--- config.mk ---
export PLATFORM = sky130hd
export DESIGN_NAME = ex_issue
export DESIGN_NICKNAME = d
export VERILOG_FILES = /design/src/rtl/ex_issue.sv
export SDC_FILE = /design/constraint.sdc
export NUM_CORES = 1
export LEC_CHECK = 0
export ABC_AREA = 1
export CAP_MARGIN = 5
export CORE_UTILIZATION = 39
export CTS_BUF_LIST = sky130_fd_sc_hd__clkbuf_8
export CTS_CLUSTER_DIAMETER = 120
export DETAILED_ROUTE_END_ITERATION = 10
export DONT_BUFFER_PORTS = 1
export GPL_TIMING_DRIVEN = 0
export SLEW_MARGIN = 5
export SYNTH_ARGS = -nofsm -noshare
export SYNTH_HDL_FRONTEND = slang
export SYNTH_SLANG_ARGS = --single-unit
--- constraint.sdc ---
create_clock -name clk -period 1.3 [get_ports clk]
set_input_delay 0.26 -clock clk [delete_from_list [all_inputs] [get_ports clk]]
set_output_delay 0.26 -clock clk [all_outputs]
set_load 0.01 [all_outputs]
--- src/rtl/ex_issue.sv ---
// Execute issue stage: latches one operation, drives the ALU, holds the result for writeback.
// Optional watchdog on a stalled ALU when EX_TIMEOUT_EN is defined.
module ex_issue #(
  parameter int TIMEOUT_CYCLES = 64
) (
  input  logic        clk,
  input  logic        rst_n,
  input  logic        in_valid_i,
  output logic        in_ready_o,
  input  logic [31:0] in_data1_i,
  input  logic [31:0] in_data2_i,
  input  logic [3:0]  in_op_i,
  input  logic [4:0]  in_rd_i,
  output logic [31:0] ALU_data1_o,
  output logic [31:0] ALU_data2_o,
  output logic [3:0]  ALU_op_o,
  input  logic [31:0] ALU_result_i,
  input  logic        ALU_busy_i,
  output logic        out_valid_o,
  input  logic        out_ready_i,
  output logic [31:0] out_result_o,
  output logic [4:0]  out_rd_o,
  output logic        out_err_o
);

  localparam logic [31:0] ZERO_WORD = 32'h0;
  localparam logic [3:0]  ALU_ADD   = 4'h0;

  localparam logic [1:0] S_IDLE  = 2'd0;
  localparam logic [1:0] S_ISSUE = 2'd1;
  localparam logic [1:0] S_WAIT  = 2'd2;
  localparam logic [1:0] S_DONE  = 2'd3;

  if (TIMEOUT_CYCLES < 1) begin : g_cfg_check
    $error("ex_issue: TIMEOUT_CYCLES must be at least 1");
  end

  logic [1:0]  state_q;
  logic [31:0] data1_q;
  logic [31:0] data2_q;
  logic [3:0]  op_q;
  logic [4:0]  rd_q;
  logic [31:0] result_q;
  logic        err_q;
  logic        accept;
  logic        expire;

  assign in_ready_o  = (state_q == S_IDLE) |
                       ((state_q == S_DONE) & out_ready_i);
  assign accept      = in_valid_i & in_ready_o;
  assign out_valid_o = (state_q == S_DONE);

  assign ALU_data1_o  = data1_q;
  assign ALU_data2_o  = data2_q;
  assign ALU_op_o     = op_q;
  assign out_result_o = result_q;
  assign out_rd_o     = rd_q;

`ifdef EX_TIMEOUT_EN
  localparam int CW = $clog2(TIMEOUT_CYCLES + 1);

  logic [CW-1:0] wd_cnt_q;

  assign expire = (state_q == S_WAIT) & ALU_busy_i &
                  (wd_cnt_q == CW'(TIMEOUT_CYCLES - 1));
  assign out_err_o = err_q;

  // WAIT is only ever entered from ISSUE, so clearing there is entry-clear
  always_ff @(posedge clk or negedge rst_n) begin
    if (!rst_n) begin
      wd_cnt_q <= '0;
    end else if (state_q == S_ISSUE) begin
      wd_cnt_q <= '0;
    end else if ((state_q == S_WAIT) & ALU_busy_i & ~expire) begin
      wd_cnt_q <= wd_cnt_q + 1'b1;
    end
  end
`else
  assign expire    = 1'b0;
  assign out_err_o = 1'b0;
`endif

  always_ff @(posedge clk or negedge rst_n) begin
    if (!rst_n) begin
      state_q  <= S_IDLE;
      result_q <= ZERO_WORD;
      err_q    <= 1'b0;
    end else begin
      unique case (state_q)
        S_IDLE: begin
          if (accept) state_q <= S_ISSUE;
        end
        S_ISSUE: begin
          if (!ALU_busy_i) begin
            result_q <= ALU_result_i;
            err_q    <= 1'b0;
            state_q  <= S_DONE;
          end else begin
            state_q  <= S_WAIT;
          end
        end
        S_WAIT: begin
          if (!ALU_busy_i) begin
            result_q <= ALU_result_i;
            err_q    <= 1'b0;
            state_q  <= S_DONE;
          end else if (expire) begin
            result_q <= ZERO_WORD;
            err_q    <= 1'b1;
            state_q  <= S_DONE;
          end
        end
        S_DONE: begin
          if (out_ready_i) state_q <= accept ? S_ISSUE : S_IDLE;
        end
        default: state_q <= S_IDLE;
      endcase
    end
  end

  always_ff @(posedge clk or negedge rst_n) begin
    if (!rst_n) begin
      data1_q <= ZERO_WORD;
      data2_q <= ZERO_WORD;
      op_q    <= ALU_ADD;
      rd_q    <= 5'd0;
    end else if (accept) begin
      data1_q <= in_data1_i;
      data2_q <= in_data2_i;
      op_q    <= in_op_i;
      rd_q    <= in_rd_i;
    end
  end

endmodule

# == Yosys cells after proc, flatten, opt, wreduce, memory -nomap -nowiden ==
# Cells that the tools add are included.
# classes
bitwise_logic,4
reduce_logical,4
div_mod_pow,0
magnitude_cmp,0
shift,0
mul,0
n_eq_ne,6
n_mux,6
addsub,0
# ops
operator,count
one-hot mux 2 bit (4 select lines),1
2-to-1 mux 2 bit,3
== test 2 bit (second input constant),2
!= test 2 bit (second input constant),2
AND reduction 3 bit,1
bitwise AND 1 bit,2
== test 2 x 1 -> 1 bit (second input constant),1
logical NOT 2 bit,1
2-to-1 mux 1 bit,2
!= test 2 x 1 -> 1 bit (second input constant),1
AND reduction 2 bit,1
OR reduction 2 bit,1
NOT 1 bit,1
OR 1 bit,1
# word_totals
regBits,107
mem_bits_rw,0
mem_count,0
latchBits,0
in_bits,110
rom_bits,0

# == Depth between registers and ports, before layout ==
# logic_depth
depth_word,7
depth_mapped,8

# == Worst setup path after synthesis ==
# Ideal clock, no wire load.
# synth_path
path_type,reg-to-reg
start,register state_q[0]
end,"register result_q[0], in the netlist out_result_o[0]"
path_stages_with_launch,6
setup_ns,0.125
path_slack_ns,-0.163
arrival_time_ns,1.338
path_buffers,1
path_cell_list,dfrtp_1 > inv_1 > ha_1 > nand2_4 > buf_12 > mux2_4
# synth_via
elab_chain_cells,3
# synth_lines
item,line,text
"start, declared",38,logic [1:0] state_q;
"start signal, assigned",114,if (out_ready_i) state_q <= accept ? S_ISSUE : S_IDLE;
== test 2 bit or == test 2 x 1 -> 1 bit (tied branches),n/a,
OR reduction 2 bit (no source line) (*),n/a,
AND reduction 2 bit (no source line) (*),n/a,
"end signal, assigned",95,result_q <= ALU_result_i;
"end signal, assigned",104,result_q <= ALU_result_i;
"end, declared",43,logic [31:0] result_q;
# Mark *: on every way between the ends. The rest lies on a longest branch, timed or not.
# A chain may end at the register's enable or synchronous reset.

# == Worst setup path after layout ==
# layout_path
start,register state_q[0]
end,output port in_ready_o
# layout_via
elab_chain_cells,3
# layout_lines
item,line,text
== test 2 bit,n/a,
net out_valid_o,19,"output logic out_valid_o,"
bitwise AND 1 bit,49,((state_q == S_DONE) & out_ready_i);
OR 1 bit,48,assign in_ready_o = (state_q == S_IDLE) |
"end, declared",9,"output logic in_ready_o,"
# The timed path passes the listed nets, and every way through them passes these cells.

==> impl_metrics.py <==
metrics = {
    "synthesis": {
        "synth_fa_ha_area_share_pct": 1.36,
        "synthCells": 415,
        "avgSynthCellArea_um2": 11.1,
        "ys_seq_elements": 107,
        "syn_area_mm2": 0.00460,
        "synthMuxAreaShare_pct": 10.3,
        "synth_top_area_cell": "dfrtp_1",
        "synth.top_cell.area_share_pct": 58.2,
        "postSynth.asyncResetShare_pct": 100,
        "synth_top_family_by_area": "simple AND/OR/NAND/NOR gates",
        "ys_dominant_reg_cell": "dfrtp_1",
        "synth_seq_area_share_pct": 58.2,
        "synth_compound_area_share_pct": 0.218,
        "synth.top_cells.by_area": "dfrtp_1 (58%), nand2_1 (12%), mux2_4 (9.8%)",
        "synth_cell_types": 18,
        "syn_nets": 530,
        "synth-xor-area-share_pct": 0,
        "ys_warn_count": 0,
        "synth_edf_count": 0,
        "yosys.area_share.simple_pct": 22.7,
    },
    "route": {
        "vias": 3341,
        "wl_per_cell_um": 17.5,
        "drtAntennaViolNets": 0,
        "routed_wl_um": 11800,
        "firstDrtPassIters": 4,
        "drt_iter0_drc": 152,
        "drc": 0,
        "viasPerCell": 4.94,
    },
    "setup_path": {
        "cp-startpoint": "state_q[0]",
        "path_max_fanout": 5,
        "critical_path_class": "reg -> out",
        "cp-start-kind": "flop",
        "r2r_start": "state_q[0]",
        "critical_path_arrival_ps": 1300,
        "crit_required_ps": 1040,
        "crit_path_end_kind": "output port",
    },
    "outcome": {
        "outcome": "finished with violations",
        "violations": "negative hold slack, negative setup slack",
    },
    "layout": {
        "regArea_mm2": 0.00268,
        "fin_area_mm2": 0.00618,
        "n_antenna_cell": 0,
        "layout.nets": 644,
        "syn2layout_area_growth_pct": 34.4,
        "fill_cells": 954,
        "multi_input_area_mm2": 0.00167,
        "drive_above_1_share_pct": 21.0,
    },
    "floorplan": {
        "die_area_mm2": 0.0122,
        "core_region_area_mm2": 0.0115,
        "start_util_pct": 40.1,
        "fp.dieH_um": 111,
        "rows": 39,
        "pin_count": 218,
        "fp.dieW_um": 111,
    },
    "global_route": {
        "gr-usage-all-layers_pct": 20.1,
        "grt_pass1_vias": 3654,
        "grt_pass1_wl_um": 19200,
        "grt_max_degree": 108,
        "grt-ovfl-total": 0,
        "antenna_found_initial": 1,
    },
    "clocking": {
        "cts-buffers-inserted": 9,
        "clk_pin_slew_ps": 100,
        "cts_buffer_depth": 2,
        "cts_tree": "done",
        "clkSinkCount": 107,
        "insertion_delay_ps": 380,
        "h-tree-depth": 3,
        "cts-root-buf": "clkbuf_8",
    },
    "power_and_ir_drop": {
        "irDropWorstVdd_mv": 1.37,
        "power_leakage_nw": 3.10,
        "p_per_area_mw_per_mm2": 2460,
        "power_mw": 15.2,
    },
    "place": {
        "routabilityCongestion": 0.752,
        "dpl.hpwl_um": 7260,
        "dpl_cell_area_mm2": 0.00480,
        "io_buffers": 0,
    },
    "sta": {
        "period_minus_slack_ps": 1560,
        "fmax_mhz": 643,
        "rsz0062_at_grt": "yes",
        "finalMaxSlewViolations": 0,
        "period_share_pct": 120,
        "fin_skew_ps": 5.38,
        "hold_ws_ps": -439,
        "hold_viol_final": 107,
        "final-setup-viol-count": 107,
        "worst_slack_ps": -255,
    },
    "run": {
        "cap_violations": 0,
    },
    "worst_hold_path": {
        "hold_path_class": "in -> async",
    },
}
[cell usage after synthesis (4+ instances only)]
library cell  number
buf_6             13
inv_1              6
dfrtp_1          107
buf_4              6
buf_12             4
mux2_4            30
nand3_2           10
nand2_1          153
ha_1               5
nand3_1           65
[critical path: stages (launching register included)]
cell and delay [ps]:
dfrtp_2 450, ha_4 200, nand2_4 70, nand2_4 60, buf_8 130
[report_power, final]
group / internal, mW / leakage (nW) / switching (mW)
sequential: 4.96 / 1.31 / 2.03
combinational: 3.35 / 1.69 / 2.60
clock: 1.12 / 0.106 / 1.11
[layer usage]
metal / global-route usage (%) / share of wire (%) / wire length [um] / vias to the layer above
li1: - / - / - / 1561
met1: 22.9 / 40 / 4740 / 1612
met2: 34.6 / 51 / 6000 / 143
met3: 6.09 / 6.4 / 761 / 23
met4: 8.80 / 2.5 / 296 / 2
met5: 0 / 0.14 / 17 / -
[layout make-up]
type | count | area share [%]
Tap cell | 143 | 2.89
Sequential cell | 107 | 43.4
Multi-Input combinational cell | 274 | 27.0
Clock buffer | 10 | 2.23
Clock inverter | 5 | 1.28
Timing Repair Buffer | 104 | 17.9
Inverter | 7 | 0.425
Buffer | 26 | 4.92
[flip-flops by register name (all words and copies together) (netlist names)]
register and count:
ALU_data1_o 32, ALU_data2_o 32, ALU_op_o 4, out_rd_o 5
out_result_o 32, state_q 2
[cell families (layout without fill, tap and decap cells)]
kind of cell    after synthesis  count (layout)
other cells                   1               1
compound gates                2               2
fa+ha+maj                     5               5
flops                       107             107
mux                          32              32
buf+inv                      34             152
simple gates                234             234
[cell usage in the layout (no fill, tap or decap)]
cell type,synthesis,final
nand2_4,3,2
buf_12,4,8
dlygate4sd3_1,0,90
clkbuf_8,0,10
nand3_4,0,1
bufinv_16,0,2
nand2_2,0,1
ha_1,5,2
nand2_1,153,151
dfrtp_2,0,2
ha_4,0,2
dfrtp_1,107,105
nor2_1,3,2
a21oi_1,2,2
clkinvlp_4,0,2
buf_8,1,4
nor2_2,0,1
nand3_1,65,64
buf_6,13,11
buf_2,3,2
conb_1,1,1
inv_2,1,4
buf_4,6,13
mux2_4,30,31
ha_2,0,1
nand2_8,0,2
inv_1,6,4
mux2_2,2,1
nand3_2,10,10
buf_16,0,1
bufbuf_16,0,1
[per-stage QoR]
step	hold WS [ps]	utilization, %	setup TNS, ps	cells	worst slack, ps
detailed placement	-33.9	41.9	-17620	558	-224
finish	-439	53.9	-17630	676	-255
global placement	-33.5	41.9	-14330	558	-172
global route	-470	53.9	-25350	676	-321
floorplan	-35.6	-	-2600	415	-46.5
CTS	-467	53.6	-20580	672	-305
[worst paths after layout]
path / end / slack, ps / cells after the start
worst max-delay path: in_ready_o / -260 / 4
worst min-delay path: out_result_o[8] / -440 / 0
worst max register to register: out_result_o[15] / -240 / 6
worst min register to register: ALU_data2_o[11] / 540 / 2
max in group asynchronous: ALU_data1_o[30] / 1590 / 0
min in group clk: out_rd_o[4] / 20 / 2
[what timing repair did]
item | CTS | global route
pin swaps | 2 | 4
gates resized for setup | 14 | 11
hold buffers | 87 | 3
hold endpoints to repair | 194 | 110
setup endpoints to repair | 108 | 109
gates cloned | 4 | 0
buffers inserted | 8 | 4
Power figures use the tool's default switching activity.
